<file path="src/rtl/multi_decade.sv">
// Three-digit synchronous BCD up-counter (000-999) with enable and terminal-count flag.
// Each digit is a decade_stage; carry enables ripple combinationally within one clock domain.

module decade_stage (
    input  logic       clk,
    input  logic       rstn,
    input  logic       inc,
    output logic [3:0] q,
    output logic       at9
);

    always_ff @(posedge clk or negedge rstn) begin
        if (!rstn) begin
            q <= 4'd0;
        end else if (inc) begin
            // Wrapping on >=9 keeps any stray code from leaving the 0-9 range.
            if (q >= 4'd9) begin
                q <= 4'd0;
            end else begin
                q <= q + 4'd1;
            end
        end
    end

    assign at9 = (q == 4'd9);

endmodule

module multi_decade (
    input  logic       clk,
    input  logic       rstn,
    input  logic       en,
    output logic [3:0] ones,
    output logic [3:0] tens,
    output logic [3:0] hundreds,
    output logic       done
);

    logic inc_ones;
    logic inc_tens;
    logic inc_hundreds;
    logic ones_at9;
    logic tens_at9;
    logic hundreds_at9;

    // A stage advances only when every lower stage sits at 9 on an enabled edge.
    assign inc_ones     = en;
    assign inc_tens     = inc_ones & ones_at9;
    assign inc_hundreds = inc_tens & tens_at9;

    decade_stage u_ones (
        .clk  (clk),
        .rstn (rstn),
        .inc  (inc_ones),
        .q    (ones),
        .at9  (ones_at9)
    );

    decade_stage u_tens (
        .clk  (clk),
        .rstn (rstn),
        .inc  (inc_tens),
        .q    (tens),
        .at9  (tens_at9)
    );

    decade_stage u_hundreds (
        .clk  (clk),
        .rstn (rstn),
        .inc  (inc_hundreds),
        .q    (hundreds),
        .at9  (hundreds_at9)
    );

    // Terminal count decoded straight from the digit registers, independent of en.
    assign done = ones_at9 & tens_at9 & hundreds_at9;

endmodule

</file>
<file path="config.mk">
export PLATFORM = sky130hd
export DESIGN_NAME = multi_decade
export DESIGN_NICKNAME = d
export VERILOG_FILES = /design/src/rtl/multi_decade.sv
export SDC_FILE = /design/constraint.sdc
export NUM_CORES = 1
export LEC_CHECK = 0
export ABC_AREA = 1
export CAP_MARGIN = 0
export CORE_MARGIN = 1
export CORE_UTILIZATION = 58
export DETAILED_ROUTE_END_ITERATION = 6
export DONT_BUFFER_PORTS = 1
export PLACE_DENSITY = 0.74
export RECOVER_POWER = 50
export SYNTH_ARGS = -nofsm -noshare
export SYNTH_HDL_FRONTEND = slang
export SYNTH_SLANG_ARGS = --single-unit
</file>
<file path="constraint.sdc">
create_clock -name clk -period 1.6 [get_ports clk]
set_input_delay 0.48 -clock clk [delete_from_list [all_inputs] [get_ports clk]]
set_output_delay 0.48 -clock clk [all_outputs]
set_load 0.005 [all_outputs]
</file>
==> results of run 1 <==
timing repair:
| action | in CTS | in global routing |
|---|---|---|
| pin swaps | 1 | 0 |
| endpoints found under the setup margin | 1 | 1 |
| setup buffers | 2 | 0 |
| gates resized for setup | 9 | 4 |
| hold buffers | 1 | 0 |
| endpoints found under the hold margin | 12 | 0 |
synthesized netlist by cell type:
master    instances
nand2_1          21
a21oi_1           1
nor2_1            7
nor2_4            1
xor2_1            3
o21bai_1          1
o21ai_1           2
nand3_1          12
nand4_1           3
ha_1              9
o21ai_0           5
inv_1            10
nand4_4           1
nor4_1            1
inv_2             3
dfrtp_1          12
metal layers:
metal | track usage | vias to the layer above | routed length (µm)
li1 | - | 331 | -
met1 | 0.298 | 308 | 686
met2 | 0.487 | 31 | 936
met3 | 0.122 | 2 | 130
met4 | 0.0446 | 0 | 8
met5 | 0 | - | 0
power breakdown:
group          total (µW)  switching (µW)  internal [µW]  leakage (µW)
clock                 246             108            138     0.0000210
combinational         636             357            279      0.000300
sequential            517             117            400      0.000153
total                1400             582            818      0.000474
through the flow:
stage                      util  cells  TNS, ps
after detailed placement  0.736    116        0
final                     0.834    123     -150
after floorplan               -     92        0
after global routing      0.834    123     -210
after CTS                 0.824    123     -120
after global placement    0.736    116        0
cell type report:
cell class,count,area [µm²]
Clock buffer,4,36.3
Multi-Input combinational cell,67,462
Inverter,13,48.8
Tap cell,14,17.5
Timing Repair Buffer,13,100
Sequential cell,12,300
Fill cell,65,191
critical path, cell delays in order (launching register included):
cell and delay [ps]:
dfrtp_1 400, inv_2 80, ha_4 150, nand3_4 90, nor4_4 280
cell families after synthesis:
logic type	after synthesis
AND/OR/NAND/NOR	46
buffers and inverters	13
flip-flops	12
AO/OA/AOI/OAI	9
adder cells (fa/ha/maj)	9
XOR/XNOR	3
state kept, by name (all words and copies together) (netlist names):
| register | cells |
|---|---|
| u_hundreds.q | 4 |
| u_ones.q | 4 |
| u_tens.q | 4 |
worst paths after layout:
kind / to / from / depth (start not counted) / slack [ps]
setup / recovery: done / u_ones.q[1] / 4 / -150
hold / removal: u_ones.q[1] / en / 1 / 300
setup reg to reg: u_hundreds.q[3] / u_tens.q[1] / 8 / 220
hold reg to reg: u_tens.q[1] / u_tens.q[1] / 2 / 570
max in group asynchronous: u_ones.q[1] / rstn / 1 / 600
min in group asynchronous: u_tens.q[2] / rstn / 1 / 620
==> results.md, run 1 <==
- Post-synthesis sequential area ratio: 0.396
- Synth Net Count: 104
- Unrepaired setup endpoints after global routing: true
- P per Cell Area: 1450 mW/mm²
- Avg Cell Area, Syn: 8.24 µm²
- Pins over their slew limit: 0
- Final Hold Viols: 0
- Clock Tree Buf Depth: 2
- Initial drt markers: 18
- Detailed Place HPWL: 1120 µm
- Clock root buffer master: clkbuf_4
- Commonest non-fill, non-tap cell in the layout: nand2_1
- Final number of setup-violating endpoints: 1
- CP required: 1120 ps
- Synth Area in Adders: 0.149
- Horiz. Die Dim: 38.2 µm
- Layout Nets: 122
- Initial core utilization: 0.656
- Worst-Skew Late Latency: 280 ps
- Wire length per cell after detailed routing: 14.3 µm
- Post-Place Setup Slack: 49.1 ps
- Clock Pin Slew Worst Setup and Hold Paths: 70 ps
- RD Place Congestion: 0.694
- CP Capture Type: primary output
- Final Power: 1400 µW
- Vias in the first global route: 637
- Synth unique cells: 16
- Worst Clk Skew: 9.45 ps
- Mux share of post-synthesis cell area: 0
- CTS Sinks: 12
- Port Buffers: 0
- Crit path max fanout: 2
- H-tree levels: 1
- Initial antenna violation count: 0
- Post-synth top area cell: dfrtp_1
- Total track usage: 0.273
- Worst slew margin: 0.627
- Final Cell Area: 965 µm²
- Share of layout cells above drive strength 1: 0.284
- Data arrival, critical path: 1270 ps
- Pre-Repair DR Iteration Count: 4
- Largest family of logic cells by synthesized area: simple AND/OR/NAND/NOR gates
- DR vias: 672
- Failing checks: negative setup slack
- CORE AREA: 0.00116 mm²
- Setup WS post-layout: -150 ps
- Minimum clock period: 1750 ps
- Complex-gate fraction of the synthesized area: 0.0627
- F_max: 571 MHz
- Synth Area in XOR/XNOR: 0.0347
- Pin count of the biggest net entering global routing: 13
- Fin crit share: 1.09
- FP Rows: 12
- Routed WL: 1760 µm
- Grt ovf: 0
- Worst Setup Path Type: register to primary output
- Num CTS Buffers: 3
- Min Hold Slack: 305 ps
- First-pass GRT wire length: 2590 µm
- Outcome: finished, violations left
- DRC violations left: 0
- #FFs+latches synth: 12
- Setup crit start kind: register
- Top cell type's share of synthesized area: 0.396
- Die height: 38.2 µm
- Remaining antenna violation count after routing: 0
- Die ar.: 0.00146 mm²
- Syn-to-layout area delta: 27.2%
- Simple-Gate Fraction of Synth Area: 0.294
- Synth warn: 0
- MaxCap Viol Count: 0
- Worst Hold Class: input port to register
- CTS tree: done
- Synth Instances: 92
- ANT cells: 0
- Most frequent cells in the layout: 20 x nand2_1, 12 x buf_4, 12 x dfrtp_1
- Vias per cell: 5.46
- Static leakage: 0.000474 µW
- Mapped cell area: 758 µm²
- DP Area: 851 µm²
- Worst-Margin Slew: 557 ps
- Peak VDD IR: 1.06 mV
- IO Count: 16
- Top cells by area, synth: dfrtp_1 40%, ha_1 15%, nand2_1 10%
Power figures use the tool's default switching activity.
==> run 2: changes to the inputs <==
--- a/config.mk
+++ b/config.mk
@@ -13,6 +13,7 @@
 export DONT_BUFFER_PORTS = 1
 export PLACE_DENSITY = 0.74
 export RECOVER_POWER = 50
+export SETUP_SLACK_MARGIN = 0.02
 export SYNTH_ARGS = -nofsm -noshare
 export SYNTH_HDL_FRONTEND = slang
 export SYNTH_SLANG_ARGS = --single-unit
==> results of run 2 <==
Same layout as run 1: the final DEF is identical, and so are final timing and power.
==> run 3: changes to the inputs <==
--- a/config.mk
+++ b/config.mk
@@ -13,7 +13,6 @@
 export DONT_BUFFER_PORTS = 1
 export PLACE_DENSITY = 0.74
 export RECOVER_POWER = 50
-export SETUP_SLACK_MARGIN = 0.02
 export SYNTH_ARGS = -nofsm -noshare
 export SYNTH_HDL_FRONTEND = slang
 export SYNTH_SLANG_ARGS = --single-unit
==> results of run 3 <==
Same layout as run 1: the final DEF is identical, and so are final timing and power.
